**src/rtl/ddp_pkg.sv**
```systemverilog
// ddp_pkg: shared widths and destination encodings for the dual-destination packet router.
package ddp_pkg;
    localparam int PACKET_W = 38;
    localparam int DEST_BIT = 37;
    localparam int CNT_W    = 16;
    localparam logic DEST_EX = 1'b1;
    localparam logic DEST_IN = 1'b0;
    typedef logic [CNT_W-1:0] cnt_t;
endpackage

```
**src/rtl/branch_slot.sv**
```systemverilog
// branch_slot: one two-phase output channel holding its phase, packet register and delivery counter.
module branch_slot
    import ddp_pkg::*;
#(
    parameter int W = PACKET_W
) (
    input  logic         clk,
    input  logic         rst,
    input  logic         req,
    input  logic         ack_in,
    input  logic [W-1:0] packet_in,
    output logic         accept,
    output logic         send_out,
    output logic [W-1:0] packet_out,
    output cnt_t         cnt
);
    logic busy;
    // A spurious ack toggle makes the phases disagree, so the slot then looks busy until reset.
    assign busy   = send_out ^ ack_in;
    assign accept = req & ~busy;
    always_ff @(posedge clk or posedge rst) begin
        if (rst) begin
            send_out   <= 1'b0;
            packet_out <= '0;
            cnt        <= '0;
        end else if (accept) begin
            send_out   <= ~send_out;
            packet_out <= packet_in;
            cnt        <= cnt + cnt_t'(1);
        end
    end
endmodule

```
**src/rtl/branch_stage.sv**
```systemverilog
// branch_stage: routes each upstream two-phase packet to the EX or IN output selected by one packet bit.
module branch_stage
    import ddp_pkg::*;
#(
    parameter int PACKET_W = ddp_pkg::PACKET_W,
    parameter int DEST_BIT = ddp_pkg::DEST_BIT
) (
    input  logic                CLK,
    input  logic                MR,
    input  logic                Send_in,
    input  logic [PACKET_W-1:0] PACKET_IN,
    output logic                Ack_out,
    output logic                Send_out_EX,
    output logic                Send_out_IN,
    input  logic                Ack_in_EX,
    input  logic                Ack_in_IN,
    output logic [PACKET_W-1:0] PACKET_OUT_EX,
    output logic [PACKET_W-1:0] PACKET_OUT_IN,
    output cnt_t                CNT_EX,
    output cnt_t                CNT_IN
);
    logic pending, target, accept_ex, accept_in;
    assign pending = Send_in ^ Ack_out;
    assign target  = PACKET_IN[DEST_BIT];
    branch_slot #(.W(PACKET_W)) u_ex (
        .clk(CLK), .rst(MR), .req(pending && target == DEST_EX), .ack_in(Ack_in_EX),
        .packet_in(PACKET_IN), .accept(accept_ex), .send_out(Send_out_EX),
        .packet_out(PACKET_OUT_EX), .cnt(CNT_EX)
    );
    branch_slot #(.W(PACKET_W)) u_in (
        .clk(CLK), .rst(MR), .req(pending && target == DEST_IN), .ack_in(Ack_in_IN),
        .packet_in(PACKET_IN), .accept(accept_in), .send_out(Send_out_IN),
        .packet_out(PACKET_OUT_IN), .cnt(CNT_IN)
    );
    always_ff @(posedge CLK or posedge MR) begin
        if (MR) Ack_out <= 1'b0;
        else if (accept_ex || accept_in) Ack_out <= ~Ack_out;
    end
endmodule

```
**config.mk**
```make
export PLATFORM = sky130hd
export DESIGN_NAME = branch_stage
export DESIGN_NICKNAME = d
export VERILOG_FILES = /design/src/rtl/ddp_pkg.sv /design/src/rtl/branch_slot.sv /design/src/rtl/branch_stage.sv
export SDC_FILE = /design/constraint.sdc
export NUM_CORES = 1
export LEC_CHECK = 0
export CORE_UTILIZATION = 40
export CTS_CLUSTER_DIAMETER = 100
export DETAILED_ROUTE_END_ITERATION = 7
export PLACE_DENSITY = 0.73
export SETUP_SLACK_MARGIN = 0.1
export SLEW_MARGIN = 15
export SYNTH_ARGS = -nofsm -noshare
export SYNTH_HDL_FRONTEND = slang
export SYNTH_SLANG_ARGS = --single-unit
```
**constraint.sdc**
```tcl
create_clock -name CLK -period 4.4 [get_ports CLK]
set_input_delay 0.88 -clock CLK [delete_from_list [all_inputs] [get_ports CLK]]
set_output_delay 0.88 -clock CLK [all_outputs]
set_load 0.02 [all_outputs]
```
## After elaboration in Yosys (flattened, before gate mapping)

Cells that the tools add are included.

| storage, ports and cells | value |
|---|---|
| register bits after elaboration | 111 |
| input port bits | 43 |
| word-level logic and storage cells | 23 |
| output and inout port bits | 111 |

| operators by class | value |
|---|---|
| add/subtract/negate cells | 2 |
| reduce and logical (&&, ||, !) cells | 3 |
| bitwise logic cells | 11 |

Operator list:

| cell | count |
|---|---|
| adder 16 x 1 -> 16 bit (second input constant) | 2 |
| inverter 1 bit | 6 |
| bitwise XOR 1 bit | 3 |
| bitwise AND 1 bit | 2 |
| logical AND 1 bit | 2 |
| logical OR 1 bit | 1 |

## Logic depth before layout (Yosys ltp)

Gate-level depths: netlist of the first run.

| logic depth | value |
|---|---|
| depth after elaboration | 4 |
| mapped depth | 6 |
| gate-level depth less buffers | 5 |

## Modules after synthesis

A second synthesis of the first run with hierarchy kept.

| second synthesis, totals | value |
|---|---|
| cells, all modules | 453 |
| area, all modules | 4424.2 um2 |

By module, submodules not included:

| module | instances | area an instance (um2) | seq. area each (um2) | cells each |
|---|---|---|---|---|
| branch_slot | 2 | 2182.1 | 1376.3 | 223 |
| branch_stage | 1 | 60.1 | 25.0 | 7 |

## Worst setup path before layout of the first run

OpenSTA, ideal clock, no wires.

| path | value |
|---|---|
| path type | input to register |
| from | input Send_in |
| to | register u_ex.packet_out[10] |
| library setup time | 125 ps |
| data arrival time | 2069 ps |
| stages on the path | 5 |
| setup slack | 2207 ps |
| data required time | 4275 ps |
| buffers on the path | 2 |
| cell sequence | xnor2_1 > or3_1 > clkbuf_1 > buf_2 > mux2_2 |

| on the way | value |
|---|---|
| cells in the longest elaborated chain, start to end | 3 |

Ends and longest elaborated chain:

| item | line | RTL |
|---|---|---|
| start: declaration | branch_stage.sv:10 | `input logic Send_in,` |
| bitwise XOR 1 bit | branch_stage.sv:23 | `assign pending = Send_in ^ Ack_out;` |
| logical AND 1 bit | branch_stage.sv:26 | `.clk(CLK), .rst(MR), .req(pending && target == DEST_EX), .ack_in(Ack_in_EX),` |
| bitwise AND 1 bit | branch_slot.sv:20 | `assign accept = req & ~busy;` |
| end signal: assignment | branch_slot.sv:28 | `packet_out <= packet_in;` |
| end: declaration | branch_slot.sv:14 | `output logic [W-1:0] packet_out,` |

No other way between the ends.
A chain may end at the register's enable or synchronous reset.

## Final worst setup path of the first run

| path | value |
|---|---|
| from | input Send_in |
| to | register u_ex.packet_out[29] |

The elaborated chain is that of the path after synthesis.

==> metrics.txt, run 1 <==
hpwl dp 6580 um; syn_area_per_cell 14.6 um2; P_leak 2.62 nW; status finished clean; Final Max Tran Viols 0; Reg2Reg Depth 4; largest net degree at the start of global routing 91; CTS H-tree lvls 3; Fmax 0.353 GHz; wire per inst 15.7 um; Final period util 64.4%; DP Area 6060 um2; final hold violations 0; most frequent cell after synthesis dfrtp_1; R2R Path Start Ack_out$_DFFE_PP0P_; Worst slew margin 30.5%; final setup fails 0; DRT Wirelength 9360 um; Async SR Flop Fraction 100%; synthesized net count 344; simple-gate share of the synthesized area 7.40%; Worst VDD drop 0.000371 V; Starting DRT DRC Count 80; crit-path max FO 26; CP max-delay cell or3_2; Worst Path Buf+Inv 2; fin area 6260 um2; synth warn 0; Post-CTS Setup Inserts 0; WP data arrival 3.08 ns; Mapped Cells 299; Synth Register Bits 111; RSZ-0062 raised after global routing no; crit path time final 2.83 ns; delay-heaviest family, CP buffers and inverters; Post-Synth Adder-Cell Area 0.572%; clock skew 0.0119 ns; antenna violations before repair 0; Worst-Margin Slew 1.03 ns; CP Class input port to flip-flop; GRT Util Overall 16.8%; post-synthesis compound-gate area fraction 0.114%; ant diodes 0; hold_ws 0.476 ns; Worst Hold Depth 1; Post-synth top flop dfrtp_1; Num CTS Buffers 9; # port buffers 153; DRT Pass-1 Iters 4; Starting Density 41.8%; Nets 502; worst-case clock buffer depth 2; pwr dens 706 nW/um2; Vias 2920; Rows 37; die width 107 um; first-pass GRT wire length 14900 um; xor/xnor cell area share of the yosys netlist 7.20%; Hold Buf Count CTS 0; synth unique cells 27; sequential share of the synthesized area 63.5%; R2R Setup Slk 2.07 ns; worst hold-check path type flip-flop to flip-flop; post-synthesis mux area share 19.6%; CP cell instances clkdlybuf4s50_1 -> xnor2_1 -> or3_2 -> buf_4 -> mux2_2; top cell type's share of synthesized area 63.5%; ranking of synthesized cells by area dfrtp_1 63%, mux2_2 20%, xnor2_1 4.0%; R2R Path End u_ex.packet_out[29]$_DFFE_PP0P_; max cap viols 0; Root Buffer clkbuf_8; DRC 0; area leader, netlist dfrtp_1; leading cell types by count after synthesis 111 x dfrtp_1, 76 x mux2_2, 20 x xnor2_1; Clock Latency Late Sink 0.36 ns; DRT antenna net count 0; Core Area 10500 um2; main combinational cell family by area after synthesis multiplexers; Hold EP u_ex.cnt[15]$_DFFE_PP0P_; Critical Path Source Type input port; HP Start u_ex.cnt[15]$_DFFE_PP0P_; layout cell share with drive strength beyond 1 21.4%; die height 107 um; CP Capture Type flip-flop; Area Overhead vs Synth 43.1%; Crit path required time 4.65 ns; CP peak stage delay 0.48 ns; post-synthesis cell area 4380 um2; Post-synth EDFFs 0; final setup TNS 0 ns; vias per inst 4.88; Die Area 11400 um2; Placer Congestion 0.762; Reg clk slew, reported paths 0.10 ns; CTS tree yes; # clock sinks 111; io pins 154; vias in the first global route 2936; CTS resizes 0; grt total ovfl 0
[report_power, final]
part           internal [mW]  leakage (nW)  switching, mW
Sequential              1.43          1.35          0.264
Clock                  0.282        0.0932          0.335
Combinational           1.13          1.18          0.981
Total                   2.84          2.62           1.58
[metal layers]
metal  GRT usage [%]  up-vias  wire length, um
met2            26.0      107             4310
met5               0        -                0
met4            5.09        0              111
met1            22.6     1452             4260
met3            5.29       10              679
li1                -     1351                -
[cell type report]
| class | count | area (um2) |
|---|---|---|
| clock buffers | 12 | 145 |
| flip-flops and latches | 111 | 2780 |
| well taps | 136 | 170 |
| repair buffers | 157 | 1560 |
| inverters | 5 | 23.8 |
| multi-input cells | 173 | 1530 |
| clock inverters | 4 | 53.8 |
| fillers | 869 | 4200 |
[layout by cell type (no fill, tap or decap), types with 2 or more instances in the layout]
cell,n
clkdlybuf4s50_1,153
clkbuf_1,2
clkinvlp_4,2
nor3_1,7
xnor2_1,20
inv_6,2
nand4_1,5
xor2_1,16
nand2_1,12
mux2_2,76
inv_1,4
and3_1,3
buf_4,4
nand2b_1,2
nor2_1,5
clkbuf_8,10
ha_1,2
nor2b_1,3
nand3_1,11
dfrtp_1,111
nor4_1,2
[registers in the layout (all words and copies together) (netlist names)]
signal,flops
u_ex.cnt,16
u_ex.send_out,1
u_in.send_out,1
Ack_out,1
u_in.packet_out,38
u_ex.packet_out,38
u_in.cnt,16
[logic make-up after synthesis]
logic type	count (synthesis)
compound gates	1
xor+xnor	36
fa+ha+maj	2
buf+inv	15
flops	111
mux	76
simple gates	58
[how the worst max path moves through the flow]
stage                 start                              end  cells past startpoint
finish              Send_in  u_ex.packet_out[29]$_DFFE_PP0P_                      5
CTS                 Send_in  u_ex.packet_out[29]$_DFFE_PP0P_                      5
global placement    Send_in  u_ex.packet_out[13]$_DFFE_PP0P_                      5
floorplan                MR              Ack_out$_DFFE_PP0P_                      1
global route        Send_in   u_ex.packet_out[6]$_DFFE_PP0P_                      5
detailed placement  Send_in  u_ex.packet_out[29]$_DFFE_PP0P_                      5
[metrics by stage]
| stage | util (%) | std cells | setup slack [ns] | total power, mW |
|---|---|---|---|---|
| after floorplan | - | 299 | 0.589 | 2.80 |
| after global placement | 58.0 | 582 | 1.24 | 3.79 |
| after detailed placement | 58.0 | 582 | 1.18 | 3.84 |
| after CTS | 59.9 | 598 | 1.56 | 4.47 |
| after global routing | 59.9 | 598 | 1.48 | 4.65 |
| final | 59.9 | 598 | 1.57 | 4.42 |
No activity file was read; power rests on OpenSTA's default activity.
==> run 2, diff against run 1 <==
PLACE_DENSITY = 0.76   (was 0.73)
clock period = 2.35 ns   (was 4.4 ns; I/O delays follow)
==> run 2 against run 1 <==
Clock power rose by 83%. Count of clock-buffer cells in the layout fell by 2. Die area is the same. Utilization is 1.1 points higher. Combinational power increased by 92%. First-iteration DRC count grew 11%. Sequential power is 87% higher. Largest cell class unchanged. Highest routed layer unchanged.
==> metrics.txt, run 2 (synthesis gave the netlist of run 1 again) <==
Largest regs u_ex.packet_out x38, u_in.packet_out x38; Reg clk slew, reported paths 0.10 ns (about the same); largest net degree at the start of global routing 47 (-48%); layout cell share with drive strength beyond 1 23.0% (+1.6 points); most common cell after layout, fill and taps aside clkdlybuf4s50_1; hpwl dp 7070 um (+7.3%); RSZ-0062 raised after global routing no; crit path time final 1.98 ns; Vias 3007 (+3.0%); crit-path max FO 6 (-77%); Worst VDD drop 0.000733 V (+98%); vias per inst 4.96 (+1.6%); Hold Buf Count CTS 0 (unchanged); Final period util 84.4%; die height 107 um (unchanged); status finished clean; pre-CTS WS -0.0241 ns (-1.21 ns); final hold violations 0 (unchanged); clock skew 0.0120 ns (+0.000116 ns); first-pass GRT wire length 15600 um (+4.3%); CTS tree yes; vias in the first global route 3125 (+6.4%); die width 107 um (unchanged); Worst slew margin 65.7% (+35 points); Num CTS Buffers 9 (unchanged); Starting Density 41.8% (unchanged); WP data arrival 2.27 ns (-0.81 ns); antenna violations before repair 0 (unchanged); Core Area 10500 um2 (unchanged); Core Util, Final 61.0% (+1.1 points); DRT antenna net count 0 (unchanged); Die Area 11400 um2 (unchanged); Nets 510 (+1.6%); most frequent cells in the layout 153 x clkdlybuf4s50_1, 111 x dfrtp_1, 76 x mux2_2; GRT Util Overall 17.6% (+0.82 points); io pins 154 (unchanged); Final Max Tran Viols 0 (unchanged); Area Overhead vs Synth 45.9%; Starting DRT DRC Count 89 (+11%); DRT Wirelength 9690 um (+3.5%); final setup fails 0 (unchanged); Worst-Margin Slew 0.513 ns (-0.521 ns); Placer Congestion 0.744 (-2.4%); Rows 37 (unchanged); grt total ovfl 0 (unchanged); Root Buffer clkbuf_8; # port buffers 153 (unchanged); ant diodes 0 (unchanged); DRC 0 (unchanged); # clock sinks 111 (unchanged); Crit path required time 2.64 ns (-2.01 ns); Fmax 0.504 GHz; Critical Path Source Type input port; P_leak 2.69 nW (+2.5%); pwr dens 1310 nW/um2 (+86%); Post-CTS Setup Inserts 0 (unchanged); Fillers 874 (+0.58%); final worst slack 0.366 ns (-1.20 ns); worst-case clock buffer depth 2 (unchanged); Clock Latency Late Sink 0.36 ns (about the same); CP Capture Type flip-flop; worst hold-check path type input port to async pin; max cap viols 0 (unchanged); CP Class input port to flip-flop; DRT Pass-1 Iters 4 (unchanged); CTS H-tree lvls 3 (unchanged); wire per inst 16.0 um (+2.1%); CTS resizes 0 (unchanged)
==> run 2: worst max-delay path: stages <==
cell	delay, ns
clkdlybuf4s50_1	0.42
xor2_1	0.18
or4_1	0.69
nor4_4	0.32
xor2_1	0.19
==> run 2: area by class of cell <==
class,count,area [um2],share of cell area [%]
clock buffers,10,128,2.00
clock inverters,6,70.1,1.10
inverters,5,22.5,0.353
multi-input cells,173,1530,24.0
flip-flops and latches,111,2780,43.5
well taps,136,170,2.67
repair buffers,165,1680,26.4
==> run 2: per-stage QoR <==
step / hold WS, ns / std cells / instance area, um2 / setup TNS, ns / power, mW
after floorplan: 0.577 / 299 / 4380 / 0 / 5.24
after global placement: 0.451 / 590 / 6190 / 0 / 7.20
after detailed placement: 0.460 / 590 / 6190 / -0.0241 / 7.32
after CTS: 0.467 / 606 / 6380 / 0 / 8.49
after global routing: 0.501 / 606 / 6380 / 0 / 8.80
final: 0.481 / 606 / 6380 / 0 / 8.36
==> run 2: path summary, 6_finish.rpt <==
kind | cells after the start | start | slack, ns | to
worst min-delay path | 2 | MR | 0.48 | u_in.packet_out[3]$_DFFE_PP0P_
worst max-delay path | 5 | Ack_in_IN | 0.37 | u_in.cnt[15]$_DFFE_PP0P_
max in group asynchronous | 3 | MR | 1.28 | u_ex.packet_out[22]$_DFFE_PP0P_
worst max register to register | 4 | Ack_out$_DFFE_PP0P_ | 0.47 | u_in.cnt[15]$_DFFE_PP0P_
worst min register to register | 1 | u_ex.cnt[15]$_DFFE_PP0P_ | 0.48 | u_ex.cnt[15]$_DFFE_PP0P_
min in group CLK | 1 | u_ex.cnt[15]$_DFFE_PP0P_ | 0.48 | u_ex.cnt[15]$_DFFE_PP0P_
==> run 2: per-layer routing <==
layer	track usage, %	vias to the layer above	part of all wire [%]
li1	-	1359	-
met1	21.2	1517	41
met2	30.0	119	50
met3	5.29	12	7.8
met4	6.07	0	1.4
met5	0	-	0
==> run 2: power breakdown <==
group / internal [mW] / switching (mW) / total, mW
Clock: 0.502 / 0.628 / 1.13
Sequential: 2.68 / 0.500 / 3.18
Combinational: 2.19 / 1.86 / 4.05
Total: 5.37 / 2.99 / 8.36
==> RTL change (config.mk and constraints of run 2) <==
Register the output `CNT_IN`, without a reset; this adds one clock of latency there. The other outputs are not delayed to match.
--- a/src/rtl/branch_stage.sv
+++ b/src/rtl/branch_stage.sv
@@ -19,6 +19,8 @@
     output cnt_t                CNT_EX,
     output cnt_t                CNT_IN
 );
+
+    cnt_t CNT_IN_d;
     logic pending, target, accept_ex, accept_in;
     assign pending = Send_in ^ Ack_out;
     assign target  = PACKET_IN[DEST_BIT];
@@ -30,11 +32,15 @@
     branch_slot #(.W(PACKET_W)) u_in (
         .clk(CLK), .rst(MR), .req(pending && target == DEST_IN), .ack_in(Ack_in_IN),
         .packet_in(PACKET_IN), .accept(accept_in), .send_out(Send_out_IN),
-        .packet_out(PACKET_OUT_IN), .cnt(CNT_IN)
+        .packet_out(PACKET_OUT_IN), .cnt(CNT_IN_d)
     );
     always_ff @(posedge CLK or posedge MR) begin
         if (MR) Ack_out <= 1'b0;
         else if (accept_ex || accept_in) Ack_out <= ~Ack_out;
     end
+    always_ff @(posedge CLK) begin
+        CNT_IN <= CNT_IN_d;
+    end
+
 endmodule
 
Behaviour: not the same (Yosys sat finds a counterexample within 4 cycles, from zero or initial values).
==> RTL change against run 2 <==
Sequential share of layout area rose by 0.10 points. Non-clock buffer count fell by 4. Synthesized area grew 7.9%. Final area grew 11%. Sequential cell count increased by 16. Wire length up 2.9%. Power increased by 21%. Core utilization increased by 0.93 points. Via count grew 2.8%. Worst setup slack got worse by 4.3 ps. Largest cell class unchanged. Largest power group unchanged. Highest routed layer unchanged.
==> RTL change: results (changes against run 2) <==
instances_no_fill: 644  # +6.3%
buffers: 161  # -2.4%
wl_mm: 9.966  # +2.9%
syn_inst: 319  # +6.7%
hold_ws_ps: 377.6  # -103.5 ps
drive_above_1_share_pct: 24.55  # +1.6 points
finClkSkew_ps: 4.881  # -7.119 ps
ys_top_cells_by_count: "111 x dfrtp_1, 76 x mux2_2, 21 x xor2_1"
yosysSeqAreaShare_pct: 65.61  # +2.1 points
cp_slowest_cell: "clkdlybuf4s50_1"
outcome: "finished, final reports clean"
synth_compound_gate_area_share_pct: 0.1060  # -0.0084 points
critPathMaxFanout: 4  # -2
path_clk_slew_ps: 60  # -40 ps
p_leak_nw: 3.015  # +12%
muxShareOfSynthArea_pct: 18.12  # -1.4 points
numCtsBuffers: 17  # +8
ir_drop_mv: 0.7785  # +6.2%
synth.area.top_cells: "dfrtp_1 59%, mux2_2 18%, dfxtp_1 6.8%"
buffer_area_share_pct: 23.11  # -3.3 points
multi_input_comb_area_um2: 1545  # +0.82%
clk_latency_ps: 420  # +60 ps
dp_slack_ps: -27.17  # -3.019 ps
async_flop_share_pct: 87.40  # -13 points
netlist_area_um2: 4722  # +7.9%
synth_fp_nets: 364  # +5.8%
cpPeakStageDelay_ps: 650  # -40 ps
clock_buffers: 22  # +12
-- RTL change: cell types whose count changed in the layout (fill, tap and decap cells not counted), moves of 3 or more --
cell / before / now
buf_4: 7 / 4
clkinvlp_4: 1 / 8
nor2_1: 5 / 9
dfxtp_1: 0 / 16
xnor2_1: 20 / 15
nand3_1: 11 / 8
clkbuf_16: 0 / 21
xor2_1: 16 / 21
clkbuf_8: 9 / 1
-- RTL change: where the power goes --
| part | total (mW) | internal (mW) | switching (mW) |
|---|---|---|---|
| logic | 4.05 | 2.18 | 1.87 |
| registers | 3.52 | 3.01 | 0.511 |
| clock network | 2.60 | 1.62 | 0.972 |
| total | 10.2 | 6.81 | 3.35 |
-- RTL change: routing by layer --
metal / GRT usage, % / share of wire (%) / up-vias
met2: 28.32 / 50 / 105
met4: 9.511 / 2.3 / 0
li1: - / - / 1435
met1: 20.17 / 41 / 1531
met3: 7.490 / 7.6 / 20
met5: 0 / 0 / -
